`src/rtl/vga_sync_gen.sv`:
```
// 640x480@60 VGA timing: divides clk to the pixel rate and produces counters, syncs and strobes.
// All outputs are registered, with decodes aligned to the counters; free-running, no back-pressure.
module vga_sync_gen #(
  parameter int H_DISPLAY = 640,
  parameter int H_FRONT   = 16,
  parameter int H_SYNC    = 96,
  parameter int H_BACK    = 48,
  parameter int V_DISPLAY = 480,
  parameter int V_FRONT   = 10,
  parameter int V_SYNC    = 2,
  parameter int V_BACK    = 33,
  parameter int CLK_DIV   = 4
) (
  input  logic       clk,
  input  logic       rst_n,
  output logic       pixel_tick,
  output logic [9:0] Hcount,
  output logic [9:0] Vcount,
  output logic       video_on,
  output logic       hsync,
  output logic       vsync,
  output logic       frame_start
);
  localparam int H_TOTAL = H_DISPLAY + H_FRONT + H_SYNC + H_BACK;
  localparam int V_TOTAL = V_DISPLAY + V_FRONT + V_SYNC + V_BACK;
  localparam int DIV_W   = (CLK_DIV > 1) ? $clog2(CLK_DIV) : 1;

  localparam logic [DIV_W-1:0] DIV_LAST = DIV_W'(CLK_DIV - 1);
  localparam logic [9:0]       H_LAST   = 10'(H_TOTAL - 1);
  localparam logic [9:0]       V_LAST   = 10'(V_TOTAL - 1);

  // Decode thresholds kept at 32 bits so the sums are never truncated.
  localparam logic [31:0] H_VIS    = 32'(H_DISPLAY);
  localparam logic [31:0] HS_BEG   = 32'(H_DISPLAY + H_FRONT);
  localparam logic [31:0] HS_END   = 32'(H_DISPLAY + H_FRONT + H_SYNC);
  localparam logic [31:0] V_VIS    = 32'(V_DISPLAY);
  localparam logic [31:0] VS_BEG   = 32'(V_DISPLAY + V_FRONT);
  localparam logic [31:0] VS_END   = 32'(V_DISPLAY + V_FRONT + V_SYNC);

  logic [DIV_W-1:0] div_q, div_d;
  logic [9:0]       h_q, h_d, v_q, v_d;
  logic             tick_q, tick_d;
  logic             fs_q, fs_d;
  logic             von_q, von_d;
  logic             hs_q, hs_d;
  logic             vs_q, vs_d;
  logic             adv;
  logic [31:0]      h_w, v_w;

  always_comb begin
    adv   = (div_q == DIV_LAST);
    div_d = adv ? '0 : div_q + 1'b1;
    h_d   = h_q;
    v_d   = v_q;
    if (adv) begin
      if (h_q == H_LAST) begin
        h_d = '0;
        v_d = (v_q == V_LAST) ? '0 : v_q + 10'd1;
      end else begin
        h_d = h_q + 10'd1;
      end
    end
    tick_d = adv;
    fs_d   = adv && (h_q == H_LAST) && (v_q == V_LAST);
    // Decode the next position so the registered flags line up with the counters.
    h_w    = 32'(h_d);
    v_w    = 32'(v_d);
    von_d  = (h_w < H_VIS) && (v_w < V_VIS);
    hs_d   = !((h_w >= HS_BEG) && (h_w < HS_END));
    vs_d   = !((v_w >= VS_BEG) && (v_w < VS_END));
  end

  always_ff @(posedge clk or negedge rst_n) begin
    if (!rst_n) begin
      div_q  <= '0;
      h_q    <= '0;
      v_q    <= '0;
      tick_q <= 1'b0;
      fs_q   <= 1'b0;
      von_q  <= 1'b1;
      hs_q   <= 1'b1;
      vs_q   <= 1'b1;
    end else begin
      div_q  <= div_d;
      h_q    <= h_d;
      v_q    <= v_d;
      tick_q <= tick_d;
      fs_q   <= fs_d;
      von_q  <= von_d;
      hs_q   <= hs_d;
      vs_q   <= vs_d;
    end
  end

  assign pixel_tick  = tick_q;
  assign Hcount      = h_q;
  assign Vcount      = v_q;
  assign video_on    = von_q;
  assign hsync       = hs_q;
  assign vsync       = vs_q;
  assign frame_start = fs_q;
endmodule

```
`config.mk`:
```
export PLATFORM = sky130hd
export DESIGN_NAME = vga_sync_gen
export DESIGN_NICKNAME = d
export VERILOG_FILES = /design/src/rtl/vga_sync_gen.sv
export SDC_FILE = /design/constraint.sdc
export NUM_CORES = 1
export LEC_CHECK = 0
export CORE_MARGIN = 2
export CORE_UTILIZATION = 30
export DETAILED_ROUTE_END_ITERATION = 7
export SLEW_MARGIN = 20
export SYNTH_ARGS = -nofsm -noshare
export SYNTH_HDL_FRONTEND = slang
export SYNTH_SLANG_ARGS = --single-unit
```
`constraint.sdc`:
```
create_clock -name clk -period 4.1 [get_ports clk]
set_input_delay 0.615 -clock clk [delete_from_list [all_inputs] [get_ports clk]]
set_output_delay 0.615 -clock clk [all_outputs]
set_load 0.005 [all_outputs]
```
# Word-level counts from Yosys, hierarchy flattened
# Cells that the tools add are included.
# classes
n_addsub	3
order_cmp	6
eq_ne	3
muxes	6
reduce_logical	7
# op_table
op	n
two-way mux 10 bit	5
adder 10 x 1 -> 10 bit (second input constant)	2
equality test 10 bit (second input constant)	2
< comparator 10 bit (second input constant)	2
< comparator 10 x 9 -> 1 bit (second input constant)	2
>= comparator 10 bit (second input constant)	1
>= comparator 10 x 9 -> 1 bit (second input constant)	1
logical AND 1 bit	5
adder 2 x 1 -> 2 bit (second input constant)	1
equality test 2 bit (second input constant)	1
zero test 1 bit	2
two-way mux 2 bit	1
# totals
reg_bits	27
in_bits	2
out_inout_bits	25
wordCells	33

# Logic depth before layout (Yosys ltp)
# logic_depth
word_depth	7
depth_mapped	9
depth_no_buf	8

# Worst setup path before layout
# Ideal clock, no wire load.
# synth_timing
path_kind	reg2reg
from	register div_q[0]
to	register vs_q, in the netlist vsync
setup_ns	0.094
arrival_ns	2.115
t_required_ns	4.006
setup_slack_ns	1.892
path_stages_with_launch	10
path_buffers	2
synth_period_minus_slack_ns	2.208
path_cell_list	dfrtp_1 ha_1 clkbuf_8 nand2_1 or4_4 buf_6 nor4_4 xor2_2 o21a_2 nand4b_1
# synth_via
elab_chain_cells	5
elab_cells_between_ends	6
cone_classes	order compare: 2; eq/ne: 1; mux: 1; reduce/logical: 2
# synth_lines
item	line	text
start, declared	40	logic [DIV_W-1:0] div_q, div_d;
start signal, assigned	84	div_q <= div_d;
equality test 2 bit *	51	adv = (div_q == DIV_LAST);
named net adv	47	logic adv;
two-way mux 10 bit *	55	if (adv) begin
named net v_d[8]	41	logic [9:0] h_q, h_d, v_q, v_d;
>= comparator 10 x 9 -> 1 bit or < comparator 10 x 9 -> 1 bit (tied branches)	70	vs_d = !((v_w >= VS_BEG) && (v_w < VS_END));
logical AND 1 bit *	70	
zero test 1 bit *	70	
named net vs_d	46	logic vs_q, vs_d;
end signal, assigned	91	vs_q <= vs_d;
end, declared	46	
# The timed path passes the listed nets; every way through them passes the cells marked *.

# Worst setup path after layout
# layout_timing
from	register div_q[0]
to	register vs_q, in the netlist vsync
# layout_via
elab_chain_cells	5
elab_cells_between_ends	6
cone_classes	order compare: 2; eq/ne: 1; mux: 1; reduce/logical: 2
# layout_lines
item	line
equality test 2 bit *	51
named net adv	47
two-way mux 10 bit *	55
>= comparator 10 x 9 -> 1 bit or < comparator 10 x 9 -> 1 bit (tied branches)	70
logical AND 1 bit *	70
zero test 1 bit *	70
named net vs_d	46
# Marked as above.

==> metrics.md <==
| Metric | Value |
|---|---|
| Switch Pwr | ~91 uW |
| Starting density of the core | 31.7% |
| Die area | about 5300 sq um |
| CTS sink count | 27 |
| Antenna-violating nets left | 0 |
| Max Cap Viol | 0 |
| Simple-Gate Fraction of Synth Area | 24.3% |
| RSZ-0062 raised after global routing | no |
| Synth Area in Compound Gates | 10.3% |
| Die W | 72.5 um |
| Mapped Cells | 139 |
| Critical Path RT | 4.28 ns |
| Cell Area, Synth | 1410 sq um |
| Cell Int Power | 337 uW |
| Initial antenna violation count | 0 |
| Clock transition at path regs | 0.10 ns |
| Highest routed layer | met4 |
| Clk_skew | approximately 0.0048 ns |
| Sw Share | 21.2% |
| Metal2 WL | between 1000 and 1500 um |
| Dpl ws | 1.64 ns |
| Overflow after GRT | 0 |
| Status | completed |
| Met3 WL | between 150 and 200 um |
| Maximum fanout along the worst path | 10 |
| Commonest cells post-synth | 24 x dfrtp_1, 16 x nor2_1, 11 x nand2_1, 11 x nand3_1, 7 x xor2_1 |
| DR pass1 iterations | 4 |
| Slew @ Worst Pin | 0.548 ns |
| Total Routed Length | between 3000 and 4000 um |
| Die height | around 73 um |
| Multiplexer share of the synthesized area | less than 1% |
| CTS Buffer Depth | 2 |
| # resized after CTS | 0 |
| Post-synth EDFFs | 0 |
| Final TNS setup | 0 ns |
| Final setup vio count | 0 |
| #FFs+latches synth | 27 |
| Seq/Total Area, Yosys | around 48% |
| Core Util, Final | 39.7% |
| Setup repair bufs after CTS | 0 |
| CTS tree | done |
| Area of the core | around 4400 sq um |
| TritonCTS Buffers | 3 |
| Syn_nets | 145 |
| Period utilization | 61.2% |
| Hold Path Class | register to register |
| Leak Pwr | 0.000751 uW |
| Worst-Skew Late Latency | around 0.27 ns |
| Top-count cell post-synth | dfrtp_1 |
| Gate power share | 1.5% |
| Number of I/O pins | 27 |
| Syn avg cell area | 10.1 sq um |
| Vias | approximately 1100 |
| YS warnings | 0 |
| Number of antenna diodes | 0 |
| Port bufs | 26 |
| Per-cell routed wire length | 14.6 um |
| Post-CTS Hold Buffers | 0 |
| Worst vdd ir | 0.125 mV |
| First-pass GRT wire length | 5420 um |
| Layout area overhead | 25.4% |
| Placer congestion estimate | 0.946 |
| Synth cell types | 43 |
| Area share of fa/ha/maj cells after synthesis | 3.56% |
| Element type at the critical path end | register |
| Flop2flop setup slack | 1.59 ns |
| Row cnt | 24 |
| CP Launch Type | register |
| DP HPWL | around 2400 um |
| Clock share of power | between 30 and 40% |
| Fmax | about 0.4 GHz |
| Final worst setup slack | between 1.5 and 2 ns |
| Clock Tree Root | clkbuf_8 |
| Sequential share of power | 62.3% |
| Main flop type after synthesis | dfrtp_1 |
| Hold Violations, Final | 0 |
| Asr flop ratio synth | between 90% and 100% |
| H-Tree Depth | 1 |
| Layout cells sized above 1 | 11.4% |
| Post-synth top area share | 42.7% |
| Yosys top cell by area | dfrtp_1 |
| Via density | roughly 5.2 |
| Final #Nets | about 170 |
| Largest net degree at the start of global routing | 28 |
| Period minus WS final | 2.51 ns |
| Fin. max-slew vios | 0 |
| PD cells | 242 nW/um^2 |
| M1 WL | 1500 um |
| 1st-iter DRT viols | 83 |
| Relative slew slack | 63.2% |
| Vias in the first global route | approximately 1100 |
| Area contributors post-synth | dfrtp_1 43%, dfstp_2 5.6%, xor2_1 4.4%, nor2_1 4.3%, nand3_1 3.9% |
| Post-synthesis xor/xnor area fraction | 8.62% |
| DR DRC count | 0 |
| Worst EP arrival | 2.69 ns |
| Largest family of logic cells by synthesized area | simple AND/OR/NAND/NOR gates |
| Worst Setup Path Type | register to register |
| Total GRT Usage | 13.1% |
## through the flow
stage	instances	cell area (sq um)	hold WS, ns	total power, uW
finish	219	1770	0.434	427
CTS	219	1770	0.439	436
global placement	215	1720	0.418	278
detailed placement	215	1720	0.424	278
floorplan	139	1410	0.319	271
global route	219	1770	0.466	449
## worst max-delay path, cell delays in order, from the launching register on
cell and delay (ns):
dfrtp_1 0.36, ha_1 0.33, nand2_1 0.20, nor4_2 0.57, buf_4 0.27, nand3_1 0.13, o21a_1 0.19, o22ai_1 0.21
nand4b_1 0.14
## per-layer routing
metal,track usage (%),vias up
met4,3.70,0
li1,-,551
met2,21.1,30
met1,17.3,554
met5,0,-
met3,3.75,4
## power by group through the flow
stage,Combinational [uW],Clock [uW],Sequential [uW]
detailed placement,7.11,0,271
CTS,7.12,162,266
finish,6.43,155,266
global placement,6.93,0,271
floorplan,0.000296,0,271
global route,7.77,174,266
## path summary, 6_finish.rpt
kind                              to  startpoint  depth (start not counted)
max in group asynchronous      vsync       rst_n                          2
max                            vsync    div_q[0]                          8
min in group asynchronous  Hcount[8]       rst_n                          2
min                         div_q[0]    div_q[0]                          1
min reg2reg                 div_q[0]    div_q[0]                          1
max reg2reg                    vsync    div_q[0]                          8
## placed cells by master, fill, tap and decap left out, types with 2 or more instances in the layout
cell type,count
a21oi_1,4
and3_2,2
buf_4,2
clkbuf_8,3
clkdlybuf4s50_1,26
dfrtp_1,24
dfstp_2,3
ha_1,4
inv_1,6
nand2_1,11
nand3_1,11
nand4_1,3
nor2_1,16
nor3_1,3
nor4_1,2
o21a_1,2
o21ai_0,6
o22ai_1,2
or3_1,2
xnor2_1,5
xor2_1,7
## sequential cells by signal (all words and copies together) (netlist names)
register     cells
Hcount          10
Vcount          10
div_q            2
frame_start      1
hsync            1
pixel_tick       1
video_on         1
vsync            1
## cell families after synthesis
group                      count (synthesis)
and+or+nand+nor                           62
DFF                                       27
AOI/OAI and AO/OA                         22
xor gates and xnor gates                  13
buffers and inverters                     10
adders and majority gates                  4
muxes                                      1
## cell type report
| cell class | count | area (sq um) |
|---|---|---|
| Sequential cell | 27 | 679 |
| Clock inverter | 1 | 7.51 |
| Tap cell | 52 | 65.1 |
| Inverter | 6 | 22.5 |
| Multi-Input combinational cell | 102 | 674 |
| Timing Repair Buffer | 28 | 275 |
| Fill cell | 433 | 2680 |
| Clock buffer | 3 | 41.3 |
Note: power is estimated with default switching activity, not from simulation.
